File: src/rtl/bus_arb_pkg.sv
// Shared types and default sizing for the tristate bus arbiter.
package bus_arb_pkg;

  typedef enum logic [1:0] {
    IDLE = 2'd0,
    OWN  = 2'd1,
    TURN = 2'd2
  } arb_state_e;

  localparam int unsigned N_REQ_DEFAULT    = 4;
  localparam int unsigned MAX_HOLD_DEFAULT = 8;
  localparam int unsigned HOLD_W           = 8;

endpackage

File: src/rtl/bus_arbiter_rr_select.sv
// Round-robin search: first set req bit at or after last_owner+1, with wrap.
module rr_select
  import bus_arb_pkg::*;
#(
  parameter int unsigned N_REQ = N_REQ_DEFAULT,
  parameter int unsigned IW    = $clog2(N_REQ)
) (
  input  logic [N_REQ-1:0] req,
  input  logic [IW-1:0]    last_owner,
  output logic [IW-1:0]    index,
  output logic             found
);

  // Scan from farthest to nearest so the nearest hit is the final assignment.
  always_comb begin
    index = '0;
    found = 1'b0;
    for (int unsigned i = N_REQ; i >= 1; i--) begin
      int unsigned cand;
      cand = (32'(last_owner) + i) % N_REQ;
      if (req[cand]) begin
        index = IW'(cand);
        found = 1'b1;
      end
    end
  end

endmodule

File: src/rtl/bus_arbiter.sv
// Three-state arbiter for a shared tristate bus with hold-limit preemption.
module bus_arbiter
  import bus_arb_pkg::*;
#(
  parameter int unsigned N_REQ    = N_REQ_DEFAULT,
  parameter int unsigned MAX_HOLD = MAX_HOLD_DEFAULT
) (
  input  logic                     clk,
  input  logic                     reset,
  input  logic [N_REQ-1:0]         req,
  output logic [N_REQ-1:0]         grant,
  output logic [$clog2(N_REQ)-1:0] owner,
  output logic                     busy
);

  localparam int unsigned IW = $clog2(N_REQ);

  arb_state_e        state_q, state_d;
  logic [N_REQ-1:0]  grant_q, grant_d;
  logic [IW-1:0]     owner_q, owner_d;
  logic [IW-1:0]     last_q, last_d;
  logic [HOLD_W-1:0] hold_q, hold_d;
  logic              busy_q, busy_d;

  logic [IW-1:0] sel_idx;
  logic          sel_found;
  logic          others;
  logic          release_own;
  logic          expired;

  rr_select #(
    .N_REQ (N_REQ),
    .IW    (IW)
  ) u_rr_select (
    .req        (req),
    .last_owner (last_q),
    .index      (sel_idx),
    .found      (sel_found)
  );

  assign others      = |(req & ~grant_q);
  assign release_own = ~req[owner_q];
  assign expired     = (hold_q == HOLD_W'(MAX_HOLD)) && others;

  always_comb begin
    state_d = state_q;
    grant_d = grant_q;
    owner_d = owner_q;
    last_d  = last_q;
    hold_d  = hold_q;

    unique case (state_q)
      IDLE, TURN: begin
        grant_d = '0;
        owner_d = '0;
        hold_d  = '0;
        state_d = IDLE;
        if (sel_found) begin
          state_d          = OWN;
          grant_d[sel_idx] = 1'b1;
          owner_d          = sel_idx;
          last_d           = sel_idx;
          hold_d           = HOLD_W'(1);
        end
      end
      OWN: begin
        // Release and expiry collapse into the same single dead cycle.
        if (release_own || expired) begin
          state_d = TURN;
          grant_d = '0;
          owner_d = '0;
          hold_d  = '0;
        end else if (hold_q != HOLD_W'(MAX_HOLD)) begin
          hold_d = hold_q + HOLD_W'(1);
        end
      end
      default: begin
        state_d = IDLE;
        grant_d = '0;
        owner_d = '0;
        hold_d  = '0;
      end
    endcase

    busy_d = (state_d != IDLE);
  end

  always_ff @(posedge clk) begin
    if (reset) begin
      state_q <= IDLE;
      grant_q <= '0;
      owner_q <= '0;
      last_q  <= IW'(N_REQ - 1);
      hold_q  <= '0;
      busy_q  <= 1'b0;
    end else begin
      state_q <= state_d;
      grant_q <= grant_d;
      owner_q <= owner_d;
      last_q  <= last_d;
      hold_q  <= hold_d;
      busy_q  <= busy_d;
    end
  end

  assign grant = grant_q;
  assign owner = owner_q;
  assign busy  = busy_q;

endmodule
File: config.mk
export PLATFORM = sky130hd
export DESIGN_NAME = bus_arbiter
export DESIGN_NICKNAME = d
export VERILOG_FILES = /design/src/rtl/bus_arb_pkg.sv /design/src/rtl/bus_arbiter_rr_select.sv /design/src/rtl/bus_arbiter.sv
export SDC_FILE = /design/constraint.sdc
export NUM_CORES = 1
export LEC_CHECK = 0
export ABC_AREA = 1
export CAP_MARGIN = 20
export CORE_MARGIN = 5
export CORE_UTILIZATION = 58
export DETAILED_ROUTE_END_ITERATION = 12
export PLACE_DENSITY = 0.82
export SLEW_MARGIN = 30
export SYNTH_ARGS = -nofsm -noshare
export SYNTH_HDL_FRONTEND = slang
export SYNTH_HIERARCHICAL = 1
export SYNTH_SLANG_ARGS = --single-unit
File: constraint.sdc
create_clock -name clk -period 4.2 [get_ports clk]
set_input_delay 0.42 -clock clk [delete_from_list [all_inputs] [get_ports clk]]
set_output_delay 0.42 -clock clk [all_outputs]
set_load 0.03 [all_outputs]
==> results of run 1 <==
==> metal layers <==
metal / vias up / track usage (%) / share of wire (%)
met5: - / 0 / 0
met4: 0 / 6.22 / 1.3
met3: 4 / 2.45 / 1.7
met2: 11 / 35.1 / 55
met1: 470 / 17.4 / 42
li1: 552 / - / -
==> tightest hold or removal path: cells and delay by family, from the launching register on <==
kind	cells	cell delay, ns
flip-flops	1	0.32
AO/OA/AOI/OAI	1	0.07
buffers and inverters	1	0.06
==> logic make-up (layout without fill, tap and decap cells) <==
family	count (synthesis)	after routing	share of synthesized area, %
compound gates	16	16	8.85
xor+xnor	3	3	2.30
fa+ha+maj	2	2	2.19
buf+inv	31	45	12.9
flops	19	19	33.2
simple gates	96	96	40.5
==> per-stage QoR <==
stage / worst slack, ns / std cells
3_5_place_dp: 2.15 / 204
6_report: 2.40 / 208
4_1_cts: 2.39 / 208
2_1_floorplan: 2.82 / 167
3_3_place_gp: 2.18 / 204
5_1_grt: 2.33 / 208
==> worst max-delay path by stage <==
stage                     startpoint  endpoint  cells past startpoint
final                       owner[0]  owner[0]                      1
after detailed placement      req[3]  grant[0]                     10
after CTS                   owner[0]  owner[0]                      1
after floorplan             grant[1]  grant[2]                     11
after global routing        owner[0]  owner[0]                      1
after global placement        req[3]  grant[0]                     10
==> cell type report <==
type / count / share of cell area (%)
repair buffers: 12 / 9.28
clock buffers: 4 / 2.03
inverters: 29 / 8.99
multi-input cells: 117 / 47.7
flip-flops and latches: 19 / 29.4
well taps: 27 / 2.61
==> flip-flops by register name (all words and copies together), names as in the netlist <==
| register | count |
|---|---|
| busy | 1 |
| grant | 4 |
| hold_q | 8 |
| last_q | 2 |
| owner | 2 |
| state_q | 2 |
==> Yosys cell counts, drive strengths merged <==
master  instances  area [um2]
nand2          58         253
nand3          13        70.1
a21oi           5        28.8
and3            1        6.26
dfxtp          19         380
o21ai           8        47.6
inv            29         116
nor2           14        70.1
buf             2        31.3
nand4           3        18.8
xor2            3        26.3
nor3b           1        7.51
and2            1        8.76
nor3            5        30.0
ha              2        25.0
o22ai           3        25.0
==> power by group through the flow <==
stage                     clock (mW)  combinational (mW)  sequential (mW)
final                         0.0885               0.470            0.271
after global routing           0.101               0.521            0.277
after CTS                     0.0931               0.471            0.271
after detailed placement           0               0.468            0.276
after global placement             0               0.455            0.275
after floorplan                    0               0.323            0.312
==> reports/results.txt, run 1 <==
TNS Setup -> 0 ns
number of port buffers -> 12
Flop pwr share -> 32.7%
die height -> 54.4 um
CTS Root Cell -> clkbuf_4
CP max FO -> 4
R2R cell count -> 8
Hold Vio Cnt, Final -> 0
buffer and inverter count on the worst path -> 1
Distinct cells, synth -> 28
largest net degree at the start of global routing -> 14
fillcell total -> 185
CP Capture Type -> output port
Util after Layout -> 67.3%
RR Endpoint -> grant[0]
Clock Power Share -> 10.7%
r2r setup slk -> 2.49 ns
Vias -> 1037
power density over cell area -> 641 mW/mm2
worst-margin pin slew -> 0.440 ns
FF-to-FF Start -> last_q[0]
Die ar. -> 0.00296 mm2
n_diodes -> 0
area occupied by multi-input gates -> 617 um2
most frequent cells in the layout -> nand2_1 (50), inv_1 (26), dfxtp_1 (19)
Net Count, Synth -> 175
Syn-to-layout area delta -> 13.0%
Net Sw Power -> 0.398 mW
H-tree depth -> 1
register area -> 380 um2
VDD IR-drop max -> 350 uV
CP Cell Sequence -> clkdlybuf4s50_1
Syn. warnings -> 6
hold crit path type -> register to register
number of global-route vias before repair -> 965
unrepaired setup endpoints after global routing -> false
HPWL after detailed placement -> 1.87 mm
switching share of power -> 47.9%
DRC Markers -> 0
Worst Hold End -> grant[3]
Design Area, Final -> 0.00129 mm2
Max stage delay on crit path -> 0.70 ns
DRT Wirelength -> 2.30 mm
Mean Syn Cell Area -> 6.86 um2
min-delay src -> grant[3]
Setup Buffers After CTS -> 0
Tmin final -> 1.80 ns
core area -> 0.00192 mm2
TritonRoute pass-1 iters -> 4
Worst EP required -> 3.78 ns
Worst EP arrival -> 1.38 ns
normalized max-slew margin -> 70.6%
total CTS buffers -> 3
Logic pwr share -> 56.7%
synthesized flop and latch total -> 19
fmax -> 0.555 GHz
Synth Cell Area -> 0.00114 mm2
register area share after synthesis -> 33.2%
Placement Cell Area -> 0.00127 mm2
# hold bufs at CTS -> 0
routability congestion estimate -> 0.811
worst setup path class -> register to output port
initial antenna violation count -> 0
gr usage total -> 17.3%
DR WL/cell -> 11.0 um
Worst-path clk slew -> 0.10 ns
run status -> finished, final reports clean
Via density -> 4.99
Hold WS -> 0.498 ns
final slew viol count -> 0
most common cell after layout, fill and taps aside -> nand2_1
Max-Cap Viols -> 0
io pins -> 13
critical path launch point type -> register
first-pass GRT wire length -> 3.73 mm
GRT overflow -> 0
total clock sinks -> 19
skew final -> 0.00217 ns
CTS tree -> done
Crit path max-delay family -> buffers and inverters
Overall Power -> 0.830 mW
Post-Syn Instances -> 167
nets@finish -> 190
width of the die -> 54.4 um
internal power -> 0.432 mW
Final period util -> 42.9%
post-route ant nets -> 0
initial DRC count -> 18
Worst-Skew Late Latency -> 0.29 ns
slowest CP cell -> clkdlybuf4s50_1
std cell rows -> 16
cts repair resizes -> 0
share of cells above drive strength 1 -> 13.3%
Starting Density -> 59.6%
worst hold stages -> 2
LEAKAGE -> 0.617 nW
final setup violating endpoints -> 0
Clock Path Buffers -> 2
No activity file was read; power rests on OpenSTA's default activity.
==> run 2, diff against run 1 <==
Settings changed: CORE_UTILIZATION 58 to 49, PLACE_DENSITY 0.82 to 0.74.
Clock period 4.2 ns to 1.6 ns, I/O delays scaled along.
==> run 2 against run 1 <==
Against the previous run:
- clock-buffer cell count unchanged
- sequential power rose to 2.6 times the previous value
- global-route usage down 2.0 points
- register-to-register slack worse by 2.4 ns
- cell count up 4.8%
- core utilization down 3.7 points
- first-iteration DRC count up 56%
- hold slack better by 0.016 ns
- clock skew up 0.0018 ns
==> reports/results.txt, run 2 (synthesis results as in run 1) <==
core area -> 0.00221 mm2
CTS tree -> done
min-delay src -> last_q[1]
std cell rows -> 17
FF-to-FF Start -> last_q[0]
io pins -> 13
run status -> finished, final reports clean
DRT Wirelength -> 2.44 mm
DR WL/cell -> 11.2 um
Hold WS -> 0.514 ns
area occupied by multi-input gates -> 642 um2
final cell count without fillers -> 218
r2r setup slk -> 0.10 ns
Hold Vio Cnt, Final -> 0
Worst EP required -> 1.44 ns
Design Area, Final -> 0.00141 mm2
Via density -> 4.94
routability congestion estimate -> 0.766
met3 Usage GRT -> 3.51%
GRT overflow -> 0
fmax -> 0.668 GHz
Worst Hold End -> last_q[1]
RR Endpoint -> grant[0]
DRC Markers -> 0
H-tree depth -> 1
worst setup path class -> register to output port
Max-Cap Viols -> 0
Placement Cell Area -> 0.00135 mm2
CTS Root Cell -> clkbuf_4
fillcell total -> 201
power density over cell area -> 1750 mW/mm2
Die ar. -> 0.00340 mm2
VDD IR-drop max -> 1150 uV
max reg flops -> 8
post-route ant nets -> 0
CP max FO -> 2
Util after Layout -> 63.6%
die height -> 58.3 um
number of port buffers -> 12
number of global-route vias before repair -> 987
GRT busiest layer -> met2
worst hold stages -> 2
Clock Path Buffers -> 2
Max stage delay on crit path -> 0.69 ns
hold crit path type -> register to register
normalized max-slew margin -> 78.2%
skew final -> 0.00395 ns
Worst EP arrival -> 1.34 ns
total clock sinks -> 19
gr usage total -> 15.3%
n_diodes -> 0
# hold bufs at CTS -> 0
LEAKAGE -> 0.690 nW
CP Cell Sequence -> clkdlybuf4s50_1
Placed Instances -> 214
most frequent cells in the layout -> nand2_1 (46), inv_1 (26), dfxtp_1 (16)
Worst-Skew Late Latency -> 0.29 ns
share of cells above drive strength 1 -> 22.1%
R2R cell count -> 10
largest net degree at the start of global routing -> 14
nets@finish -> 199
first-pass GRT wire length -> 4.13 mm
critical path launch point type -> register
Final period util -> 93.6%
buffer and inverter count on the worst path -> 1
slowest CP cell -> clkdlybuf4s50_1
Syn-to-layout area delta -> 22.8%
Crit path max-delay family -> buffers and inverters
Worst-path clk slew -> 0.10 ns
CP Capture Type -> output port
Vias -> 1077
worst-margin pin slew -> 0.326 ns
Biggest register -> hold_q
most common cell after layout, fill and taps aside -> nand2_1
initial DRC count -> 28
register area -> 384 um2
total CTS buffers -> 3
M2 GR Usage -> 25.4%
Starting Density -> 51.8%
initial antenna violation count -> 0
Tmin final -> 1.50 ns
width of the die -> 58.3 um
HPWL after detailed placement -> 1.84 mm
final setup violating endpoints -> 0
TritonRoute pass-1 iters -> 4
final slew viol count -> 0
grt met1 use -> 19.1%
run 2: cell types whose count changed in the layout (fill, tap and decap cells not counted), sizes merged:
| cell | previous run | this run |
|---|---|---|
| buf | 0 | 9 |
| clkdlybuf4s50 | 12 | 11 |
| dlymetal6s2s | 0 | 1 |
run 2: metrics by stage:
step / setup TNS [ns] / power (mW) / setup slack, ns
after floorplan: 0 / 1.67 / 0.218
after global placement: -0.581 / 2.12 / -0.126
after detailed placement: -0.891 / 2.15 / -0.169
after CTS: 0 / 2.40 / 0.0460
after global routing: -0.0174 / 2.64 / -0.0154
final: 0 / 2.46 / 0.103
run 2: final cells by class:
cell class / instances / share of cell area, %
Tap cell: 28 / 2.49
Sequential cell: 19 / 27.3
Inverter: 29 / 8.27
Multi-Input combinational cell: 117 / 45.6
Clock buffer: 4 / 1.87
Timing Repair Buffer: 21 / 14.4
run 2: worst max-delay path by stage:
| stage | from | endpoint | slack, ns | cells past startpoint |
|---|---|---|---|---|
| 2_1_floorplan | grant[1] | grant[2] | 0.22 | 11 |
| 6_report | grant[3] | grant[3] | 0.10 | 1 |
| 3_3_place_gp | req[0] | grant[1] | -0.13 | 10 |
| 5_1_grt | last_q[0] | grant[1] | -0.02 | 12 |
| 3_5_place_dp | req[3] | owner[0] | -0.17 | 12 |
| 4_1_cts | owner[0] | owner[0] | 0.05 | 1 |
run 2: layer usage:
metal | part of all wire, % | vias up
met5 | 0 | -
met4 | 0.49 | 0
met3 | 3.7 | 2
met2 | 48 | 19
met1 | 47 | 485
li1 | - | 571
run 2: what timing repair did:
item / in CTS / in global routing
buffers inserted: 0 / 0
resized for setup: 0 / 12
setup endpoints to repair: 0 / 8
run 2: power by group:
group / leakage, nW / switching [mW] / total [mW] / internal [mW]
logic: 0.519 / 0.906 / 1.53 / 0.619
registers: 0.155 / 0.0902 / 0.695 / 0.604
clock network: 0.0150 / 0.142 / 0.239 / 0.0970
==> run 3, diff against run 2 <==
Settings changed: CTS_CLUSTER_DIAMETER from default to 120.
==> results of run 3 <==
No change in the layout: final DEF, timing and power equal those of run 2.
